**src/rtl/noise_burst_exciter.sv**
```systemverilog
// noise_burst_exciter
//   On a note trigger, picks one of eight signed 16-bit noise taps and scales
//   it by the note velocity. It then emits a finite excitation burst at the
//   audio sample rate: BURST_LEN full-level samples, followed by a linear
//   fade-out of 2^FADE_SHIFT samples. The output seeds a voice's
//   string/delay-line loader.
//
// Ports
//   clk        system clock, rising edge
//   reset      asynchronous active-low reset
//   sample_en  one-clk strobe per audio sample
//   trig       note-on, sampled every clk
//   velocity   unsigned note velocity, latched on an accepted trig
//   voice_sel  noise tap select, latched on an accepted trig
//   noise_bus  eight signed 16-bit taps; lane k = [16k+15:16k]
//   exc_out    registered signed excitation sample
//   exc_valid  one-clk pulse when exc_out is updated by a sample
//   busy       high while in BURST or FADE
//   done       one-clk pulse when a burst completes
module noise_burst_exciter #(
  parameter int BURST_LEN  = 64,
  parameter int FADE_SHIFT = 4
) (
  input  logic               clk,
  input  logic               reset,
  input  logic               sample_en,
  input  logic               trig,
  input  logic [6:0]         velocity,
  input  logic [2:0]         voice_sel,
  input  logic [127:0]       noise_bus,
  output logic signed [15:0] exc_out,
  output logic               exc_valid,
  output logic               busy,
  output logic               done
);

  localparam int FADE_LEN = 1 << FADE_SHIFT;
  localparam int MAX_LEN  = (BURST_LEN > FADE_LEN) ? BURST_LEN : FADE_LEN;
  localparam int CNT_W    = $clog2(MAX_LEN + 1);
  localparam int GW       = FADE_SHIFT + 1;
  localparam int FW       = 16 + GW;

  localparam logic [CNT_W-1:0] BURST_LAST = CNT_W'(BURST_LEN - 1);
  localparam logic [CNT_W-1:0] FADE_LAST  = CNT_W'(FADE_LEN - 1);
  localparam logic [CNT_W-1:0] FADE_TOP   = CNT_W'(FADE_LEN);

  typedef enum logic [1:0] {S_IDLE, S_BURST, S_FADE, S_DONE} state_t;

  state_t             state_q, state_d;
  logic [CNT_W-1:0]   cnt_q, cnt_d;
  logic [6:0]         vel_q, vel_d;
  logic [2:0]         voice_q, voice_d;
  logic signed [15:0] exc_out_q, exc_out_d;
  logic               exc_valid_q, exc_valid_d;
  logic               done_q, done_d;

  logic signed [15:0] lane;
  logic signed [15:0] scaled;
  logic signed [15:0] faded;
  logic [GW-1:0]      gain;

  // Velocity scaling: 24-bit signed product, floor shift by 7, no rounding.
  // The result always fits in 16 bits because velocity < 128.
  function automatic logic signed [15:0] vel_scale(input logic signed [15:0] x,
                                                   input logic [6:0] v);
    logic signed [23:0] xe;
    logic signed [23:0] ve;
    logic signed [23:0] p;
    xe = {{8{x[15]}}, x};
    ve = {17'd0, v};
    p  = xe * ve;
    return 16'(p >>> 7);
  endfunction

  // Fade gain: full-precision product, floor shift by FADE_SHIFT. The gain
  // never exceeds 2^FADE_SHIFT, so the magnitude never grows.
  function automatic logic signed [15:0] fade_scale(input logic signed [15:0] x,
                                                    input logic [GW-1:0] g);
    logic signed [FW-1:0] xe;
    logic signed [FW-1:0] ge;
    logic signed [FW-1:0] p;
    xe = {{GW{x[15]}}, x};
    ge = {16'd0, g};
    p  = xe * ge;
    return 16'(p >>> FADE_SHIFT);
  endfunction

  always_comb begin
    lane   = noise_bus[{voice_q, 4'b0000} +: 16];
    scaled = vel_scale(lane, vel_q);
    gain   = GW'(FADE_TOP - cnt_q);
    faded  = fade_scale(scaled, gain);

    state_d     = state_q;
    cnt_d       = cnt_q;
    vel_d       = vel_q;
    voice_d     = voice_q;
    exc_out_d   = exc_out_q;
    exc_valid_d = 1'b0;
    done_d      = 1'b0;

    case (state_q)
      S_IDLE: begin
        exc_out_d = '0;
        // A sample_en coinciding with the trig is deliberately dropped.
        if (trig) begin
          vel_d   = velocity;
          voice_d = voice_sel;
          cnt_d   = '0;
          state_d = S_BURST;
        end
      end
      S_BURST, S_FADE: begin
        if (trig) begin
          // Retrigger restarts the body; any same-cycle strobe is dropped.
          vel_d   = velocity;
          voice_d = voice_sel;
          cnt_d   = '0;
          state_d = S_BURST;
        end else if (sample_en) begin
          exc_valid_d = 1'b1;
          if (state_q == S_BURST) begin
            exc_out_d = scaled;
            if (cnt_q == BURST_LAST) begin
              cnt_d   = '0;
              state_d = S_FADE;
            end else begin
              cnt_d = cnt_q + 1'b1;
            end
          end else begin
            exc_out_d = faded;
            if (cnt_q == FADE_LAST) begin
              cnt_d   = '0;
              state_d = S_DONE;
            end else begin
              cnt_d = cnt_q + 1'b1;
            end
          end
        end
      end
      S_DONE: begin
        // Trig is ignored here; the done pulse lands one clk after the last sample.
        done_d    = 1'b1;
        exc_out_d = '0;
        state_d   = S_IDLE;
      end
      default: state_d = S_IDLE;
    endcase
  end

  always_ff @(posedge clk or negedge reset) begin
    if (!reset) begin
      state_q     <= S_IDLE;
      cnt_q       <= '0;
      vel_q       <= '0;
      voice_q     <= '0;
      exc_out_q   <= '0;
      exc_valid_q <= 1'b0;
      done_q      <= 1'b0;
    end else begin
      state_q     <= state_d;
      cnt_q       <= cnt_d;
      vel_q       <= vel_d;
      voice_q     <= voice_d;
      exc_out_q   <= exc_out_d;
      exc_valid_q <= exc_valid_d;
      done_q      <= done_d;
    end
  end

  assign exc_out   = exc_out_q;
  assign exc_valid = exc_valid_q;
  assign done      = done_q;
  assign busy      = (state_q == S_BURST) || (state_q == S_FADE);

endmodule

```
**config.mk**
```make
export PLATFORM = sky130hd
export DESIGN_NAME = noise_burst_exciter
export DESIGN_NICKNAME = d
export VERILOG_FILES = /design/src/rtl/noise_burst_exciter.sv
export SDC_FILE = /design/constraint.sdc
export NUM_CORES = 1
export LEC_CHECK = 0
export BUFFER_PORTS_ARGS = -buffer_cell sky130_fd_sc_hd__buf_2
export CORE_ASPECT_RATIO = 1.75
export CORE_MARGIN = 1
export CORE_UTILIZATION = 40
export CTS_CLUSTER_DIAMETER = 150
export DETAILED_ROUTE_END_ITERATION = 10
export SLEW_MARGIN = 20
export SYNTH_ARGS = -nofsm -noshare
export SYNTH_HDL_FRONTEND = slang
export SYNTH_SLANG_ARGS = --single-unit
```
**constraint.sdc**
```tcl
create_clock -name clk -period 32 [get_ports clk]
set_input_delay 1.6 -clock clk [delete_from_list [all_inputs] [get_ports clk]]
set_output_delay 1.6 -clock clk [all_outputs]
set_load 0.005 [all_outputs]
```
### After elaboration in Yosys (flattened, before gate mapping)

Index checks and enable logic that the tools add are counted.

| word-level totals | value |
|---|---|
| register bits after elaboration | 37 |
| bits in latches | 0 |
| memory bits (writable) | 0 |
| bits in read-only memories | 0 |
| input bits | 142 |
| output and inout bits | 19 |
| memories | 0 |

| operators by class | value |
|---|---|
| add/sub/neg operators | 2 |
| multipliers | 2 |
| div/mod/pow operators | 0 |
| order comparisons | 0 |
| equality and inequality tests | 11 |
| shifts and indexed selects | 1 |
| multiplexer cells | 22 |
| bitwise gates (word level) | 0 |
| reductions and logical operators | 10 |

Operator list:

| kind | number |
|---|---|
| 128-bit by 8-bit indexed part select with 16-bit output | 1 |
| 16-bit two-way mux | 3 |
| 7-bit two-way mux | 6 |
| 16-bit one-hot mux with 2 select lines | 1 |
| 16-bit by 8-bit multiplier with 23-bit output | 1 |
| 16-bit by 6-bit multiplier with 20-bit output | 1 |
| 7-bit one-hot mux with 2 select lines | 1 |
| 2-bit two-way mux | 6 |
| 4-bit != test (second input constant) | 2 |
| 7-bit by 1-bit adder with 7-bit output (second input constant) | 1 |
| 7-bit by 4-bit == test with 1-bit output (second input constant) | 1 |
| 7-bit by 6-bit == test with 1-bit output (second input constant) | 1 |
| 2-bit != test (second input constant) | 3 |
| 2-bit one-hot mux with 3 select lines | 1 |
| 5-bit subtractor (first input constant) | 1 |
| 2-bit == test (second input constant) | 2 |
| 1-bit two-way mux | 4 |
| 2-bit AND reduction | 2 |
| 4-bit AND reduction | 1 |
| 2-bit OR reduction | 2 |
| 3-bit != test (second input constant) | 1 |
| 3-bit AND reduction | 1 |
| 3-bit OR reduction | 1 |
| 2-bit by 1-bit == test with 1-bit output (second input constant) | 1 |
| 3 further kinds | 3 |

### Depth between registers and ports, before layout

Gate-level depths: netlist of run 1.

| depth | value |
|---|---|
| depth in word-level cells | 7 |
| gate-level depth with buffers | 41 |
| depth with buffers taken out | 38 |

### Least setup slack after synthesis of run 1

Ideal clock, no wire load.

| path | value |
|---|---|
| kind | register -> register |
| from | register voice_q[0] |
| to | register exc_out_q[15], in the netlist exc_out[15] |
| library setup time | 126 ps |
| data arrival time | 9998 ps |
| data required time | 31874 ps |
| setup slack | 21876 ps |
| stages on the path, launching flop included | 39 |
| path buffers | 3 |
| period minus slack after synthesis | 10124 ps |
| cells stage by stage | dfrtp_1 > buf_4 > buf_1 > buf_1 > mux4_2 > mux2i_1 > nor2b_1 > fa_1 > inv_1 > fa_1 > inv_1 > fa_1 > inv_1 > fa_1 > inv_1 > ha_1 > a211oi_1 > and3_1 > (+3 left out) > xor2_1 > nor2_1 > fa_1 > inv_1 > fa_1 > fa_1 > inv_1 > ha_1 > a21o_1 > a21o_1 > a2111oi_0 > o21ai_0 > nand3_1 > nand3_1 > a21o_1 > a31oi_1 > nor3b_1 > a221o_1 |

| between the ends | value |
|---|---|
| cells in the longest elaborated chain, start to end | 7 |

Ends and longest elaborated chain:

| what | RTL line | RTL |
|---|---|---|
| start, declared | 52 | `logic [2:0] voice_q, voice_d;` |
| start signal, assigned | 164 | `voice_q <= voice_d;` |
| 128-bit by 8-bit indexed part select with 16-bit output * | 89 | `lane = noise_bus[{voice_q, 4'b0000} +: 16];` |
| 16-bit by 8-bit multiplier with 23-bit output * | 71 | `p = xe * ve;` |
| 16-bit by 6-bit multiplier with 20-bit output | 84 | `p = xe * ge;` |
| 16-bit two-way mux * | 122 | `if (state_q == S_BURST) begin` |
| 16-bit two-way mux * | 120 | `end else if (sample_en) begin` |
| 16-bit two-way mux * | 114 | `if (trig) begin` |
| 16-bit one-hot mux with 2 select lines * | 102 | `case (state_q)` |
| end signal, assigned | 165 | `exc_out_q <= exc_out_d;` |
| end, declared | 53 | `logic signed [15:0] exc_out_q, exc_out_d;` |

Mark *: on every way between the ends. The rest lies on a longest branch, timed or not. The select of a mux whose other input is x is not followed.
A chain may end at the register's enable or synchronous reset.

### Worst setup path in the final report of run 1

| path | value |
|---|---|
| from | input port noise_bus[117] |
| to | register exc_out_q[15], in the netlist exc_out[15] |

| between the ends | value |
|---|---|
| cells in the longest elaborated chain, start to end | 7 |

Ends and longest elaborated chain:

| what | RTL line | RTL |
|---|---|---|
| start, declared | 30 | `input logic [127:0] noise_bus,` |
| 128-bit by 8-bit indexed part select with 16-bit output * | 89 |  |
| 16-bit by 8-bit multiplier with 23-bit output * | 71 |  |
| 16-bit by 6-bit multiplier with 20-bit output | 84 |  |
| 16-bit two-way mux * | 122 |  |
| 16-bit two-way mux * | 120 |  |
| 16-bit two-way mux * | 114 |  |
| 16-bit one-hot mux with 2 select lines * | 102 |  |

Marked as above.

==> results.json, run 1 <==
{
  "hold_depth": 2,
  "clkTransAtPathRegs_ns": 0.07,
  "rsz0062_at_grt": "false",
  "synth-seq-cells": 37,
  "yosys_warnings": 0,
  "syn_avg_cell_area_sq_um": 9.201,
  "rows": 72,
  "port_buffers": 160,
  "maxSlewHeadroom_pct": 23.19,
  "hold_viol": 0,
  "die_x_microns": 116.3,
  "cts_buffers": 5,
  "path_max_fanout": 7,
  "fin_crit_sh_pct": 35.62,
  "die_area_sq_um": 23500,
  "cp-end-kind": "flop",
  "grt_overflow": 0,
  "seq_area_frac_synth_pct": 10.12,
  "wl_per_cell_microns": 15.75,
  "async_flop_share_pct": 100.0,
  "cts_setup_buffers": 0,
  "rrSetupSlack_ns": 21.04,
  "worstMarginPinSlew_ns": 1.123,
  "drc": 0,
  "fin_crit_ns": 11.40,
  "start_util_pct": 41.10,
  "cts_sinks": 37,
  "hold_path_class": "reg -> reg",
  "drt-total-wl_microns": 22670,
  "hold_end": "exc_out[5]",
  "synth_ff_type": "dfrtp_1",
  "fp.coreArea_sq_um": 22250,
  "fin_worst_skew_ns": 0.008482,
  "grt_start_max_net_pins": 38,
  "synth_fp_nets": 1346,
  "firstDrtPassIters": 4,
  "chipHeight_microns": 202.0,
  "cp-start-kind": "input port",
  "drive_above_1_share_pct": 20.56,
  "worstPathArrival_ns": 11.58,
  "final_max_slew_viol_count": 0,
  "crit_type": "in -> reg",
  "fmax_mhz": 87.74,
  "holdWs_ns": 0.4829,
  "clk-insertion-delay-late_ns": 0.30,
  "cts_tree": "yes",
  "hp-start": "exc_out[5]",
  "gp_congestion": 0.8242,
  "finalNetCount": 1494,
  "r2r_end": "exc_out[15]",
  "dp_hpwl_microns": 19470,
  "cts_root_buf": "clkbuf_16",
  "maxCapViolations": 0,
  "crit_required_ns": 32.19,
  "area_delta_synth_final_pct": 13.82,
  "status": "finished, final reports clean",
  "synth_cell_type_count": 62,
  "post_cts_resized": 0,
  "r2r.worst_path.cells": 36,
  "viasPerCell": 5.064,
  "grt_pass1_wl_microns": 38230,
  "initialDrtViolationCount": 176,
  "vias": 7287,
  "synth_area_sq_um": 9146,
  "grt_pass1_vias": 8065,
  "grt_use_total_pct": 21.02,
  "post-route-util_pct": 46.78,
  "hold_buffers": 0,
  "ant_nets": 0,
  "worst_path_largest_cell_delay_ns": 0.99,
  "synth_edf_count": 0,
  "tns_ns": 0,
  "crit_top_cell": "fa_1",
  "cp_slowest_cell": "a2111oi_0",
  "antenna_found_initial": 0,
  "r2r-start": "voice_q[0]",
  "htreeDepth": 2,
  "io_pins": 161,
  "antenna_cells": 0,
  "setup_viol": 0,
  "netlist_instances": 994,
  "clockBufferDepth": 2
}
-- per-layer routing --
metal  wire (microns)  GRT usage (%)  up-vias
met2            12970          41.89      185
met4              860          8.379        0
li1                 -              -     3463
met1             8139          21.50     3601
met5                0              0        -
met3              697          1.769       38
-- metrics by stage --
stage	cells	area, sq um	setup WS [ns]
floorplan	994	9146	21.88
global placement	1431	10260	20.60
detailed placement	1431	10260	20.42
CTS	1439	10410	20.73
global route	1439	10410	20.18
finish	1439	10410	20.60
-- logic make-up after synthesis --
logic type	synth area share [%]
and+or+nand+nor	17.30
DFF	10.12
buffers and inverters	9.535
xor gates and xnor gates	4.473
adders and majority gates	39.32
muxes	11.60
AOI/OAI and AO/OA	7.647
-- critical path, delay by kind of cell --
| kind | cells | cell delay [ns] |
|---|---|---|
| adders and majority gates | 9 | 4.23 |
| AOI/OAI and AO/OA | 11 | 3.11 |
| muxes | 2 | 0.96 |
| and+or+nand+nor | 6 | 0.87 |
| xor gates and xnor gates | 1 | 0.42 |
| buffers and inverters | 7 | 0.37 |
-- registers in the layout (all words and copies together) (netlist names) --
register / cells
cnt_q: 7
done: 1
exc_out: 16
exc_valid: 1
state_q: 2
vel_q: 7
voice_q: 3
-- area by class of cell --
type | count | area (sq um)
multi-input cells | 729 | 7348
clock buffers | 5 | 125.1
inverters | 200 | 750.7
well taps | 296 | 370.4
fillers | 2274 | 11840
clock inverters | 3 | 17.52
flip-flops and latches | 37 | 927.1
repair buffers | 169 | 870.8
-- cell usage in the layout, fill, tap and decap left out, drive strengths merged, types with 7 or more instances in the layout --
cell	instances
inv	200
buf	169
fa	129
nor2b	94
nor2	93
ha	81
nand2	43
dfrtp	37
o21ai	36
mux4	32
xnor2	27
a21oi	24
nand2b	21
xor2	18
mux2i	18
mux2	12
a21o	12
nor3	11
nand3	10
and2	9
and3	7
-- worst max path at each step --
| stage | startpoint | to | slack (ns) |
|---|---|---|---|
| floorplan | voice_q[0] | exc_out[15] | 21.88 |
| finish | noise_bus[117] | exc_out[15] | 20.60 |
| global route | noise_bus[117] | exc_out[15] | 20.18 |
| detailed placement | noise_bus[117] | exc_out[15] | 20.42 |
| global placement | noise_bus[100] | exc_out[15] | 20.60 |
| CTS | noise_bus[117] | exc_out[15] | 20.73 |
-- synth_stat cells (10+ instances only) --
cell type	instances	area share, %
mux2_2	12	1.5
nor3_1	11	0.60
dfrtp_1	37	10
a21o_1	12	0.98
inv_1	200	8.2
o21ai_0	32	1.8
nand3_1	10	0.55
a21oi_1	22	1.2
nand2_1	43	1.8
nor2b_1	94	6.4
nor2_1	93	3.8
clkbuf_1	20	0.82
xor2_1	17	1.6
mux2i_1	16	1.8
nand2b_1	21	1.4
mux4_2	32	7.9
fa_1	129	28
ha_1	81	11
xnor2_1	26	2.5
Power of run 1 is not shown: default switching activity piles up to over one toggle a cycle in this logic, so the estimate is an artifact.
==> inputs of run 2 (changes only) <==
- clock period: 32 -> 10.9 ns (I/O delays scaled with it)
==> results.json, run 2 (synthesis gave the netlist of run 1 again) <==
{
  "cp-start-kind": "flop",
  "hold_viol": 0,
  "antenna_cells": 0,
  "fmax_mhz": 99.91,
  "cts_buffers": 5,
  "firstDrtPassIters": 6,
  "chipHeight_microns": 202.0,
  "start_util_pct": 41.10,
  "wl_per_cell_microns": 15.52,
  "mostFrequentLayoutCell": "inv_1",
  "cts_root_buf": "clkbuf_16",
  "cp-end-kind": "flop",
  "crit_top_cell": "fa_1",
  "crit_type": "reg -> reg",
  "fin_ws_ns": 0.8909,
  "cts_tree": "yes",
  "post-place-ws_ns": 0.4381,
  "area_delta_synth_final_pct": 15.18,
  "hold_buffers": 0,
  "cts_sinks": 37,
  "fin_worst_skew_ns": 0.006685,
  "grt_use_total_pct": 20.59,
  "die_area_sq_um": 23500,
  "clkTransAtPathRegs_ns": 0.07,
  "crit_required_ns": 11.09,
  "port_buffers": 160,
  "cts_setup_buffers": 0,
  "dp_hpwl_microns": 19410,
  "worst_path_largest_cell_delay_ns": 0.61,
  "rows": 72,
  "final_cell_mix": "200 x inv_1, 160 x buf_2, 129 x fa_1",
  "setup_viol": 0,
  "fill_cells": 2224,
  "grt_start_max_net_pins": 38,
  "fp.coreArea_sq_um": 22250,
  "grt_pass1_vias": 8038,
  "ant_nets": 0,
  "htreeDepth": 2,
  "drive_above_1_share_pct": 21.27,
  "cp_slowest_cell": "dfrtp_4",
  "hold_path_class": "in -> async",
  "gp_congestion": 0.8476,
  "rsz0062_at_grt": "false",
  "grt_overflow": 0,
  "drt-total-wl_microns": 22470,
  "maxSlewHeadroom_pct": 34.52,
  "die_x_microns": 116.3,
  "path_max_fanout": 18,
  "maxCapViolations": 0,
  "post_cts_resized": 0,
  "drc": 0,
  "antenna_found_initial": 0,
  "final_max_slew_viol_count": 0,
  "fin_crit_ns": 10.01,
  "io_pins": 161,
  "initialDrtViolationCount": 154,
  "finalNetCount": 1503,
  "viasPerCell": 5.032,
  "tns_ns": 0,
  "vias": 7287,
  "largest_reg_flops": 16,
  "status": "finished, final reports clean",
  "worstMarginPinSlew_ns": 0.9822,
  "fin_crit_sh_pct": 91.83,
  "worstPathArrival_ns": 10.20,
  "grt_pass1_wl_microns": 37550,
  "clockBufferDepth": 2,
  "clk-insertion-delay-late_ns": 0.30
}
==> run 2: layer usage <==
metal | routed length, microns | GRT usage, % | vias to the layer above | share of wire [%]
met2 | 13000 | 41.65 | 185 | 58
li1 | - | - | 3482 | -
met5 | 0 | 0 | - | 0
met3 | 692 | 1.709 | 29 | 3.1
met4 | 623 | 7.234 | 0 | 2.8
met1 | 8152 | 20.91 | 3591 | 36
==> run 2: worst max-delay path: cells and delay by family (launching register included) <==
family / cells / cell delay (ns)
adders and majority gates: 9 / 3.90
AOI/OAI and AO/OA: 11 / 2.17
and+or+nand+nor: 8 / 1.13
muxes: 2 / 0.94
buffers and inverters: 7 / 0.74
DFF: 1 / 0.61
xor gates and xnor gates: 1 / 0.39
==> run 2: metrics by stage <==
stage | instances | area, sq um | utilization, % | hold slack, ns
after floorplan | 994 | 9146 | - | 0.2494
after global placement | 1440 | 10330 | 46.43 | 0.4717
after detailed placement | 1440 | 10330 | 46.43 | 0.4722
after CTS | 1448 | 10530 | 47.31 | 0.4501
after global routing | 1448 | 10540 | 47.35 | 0.4762
final | 1448 | 10540 | 47.35 | 0.4064
==> run 2: final cells by class <==
class	count	area, sq um	share of cell area (%)
tap	296	370.4	3.515
clock buffer	5	125.1	1.188
inverter	200	750.7	7.126
timing repair buffer	178	935.9	8.884
sequential	37	929.6	8.824
clock inverter	3	68.82	0.6532
multi-input combinational	729	7355	69.81
==> run 2: path summary, 6_finish.rpt <==
kind | startpoint | end | slack, ns | cells past startpoint
worst max-delay path | voice_q[0] | exc_out[15] | 0.89 | 38
worst min-delay path | reset | vel_q[4] | 0.41 | 1
worst max register to register | voice_q[0] | exc_out[15] | 0.89 | 38
worst min register to register | exc_out[7] | exc_out[7] | 0.48 | 2
max in group asynchronous | reset | voice_q[0] | 9.78 | 1
min in group clk | velocity[2] | vel_q[2] | 0.47 | 2
Power of run 2 is left out for the same reason.
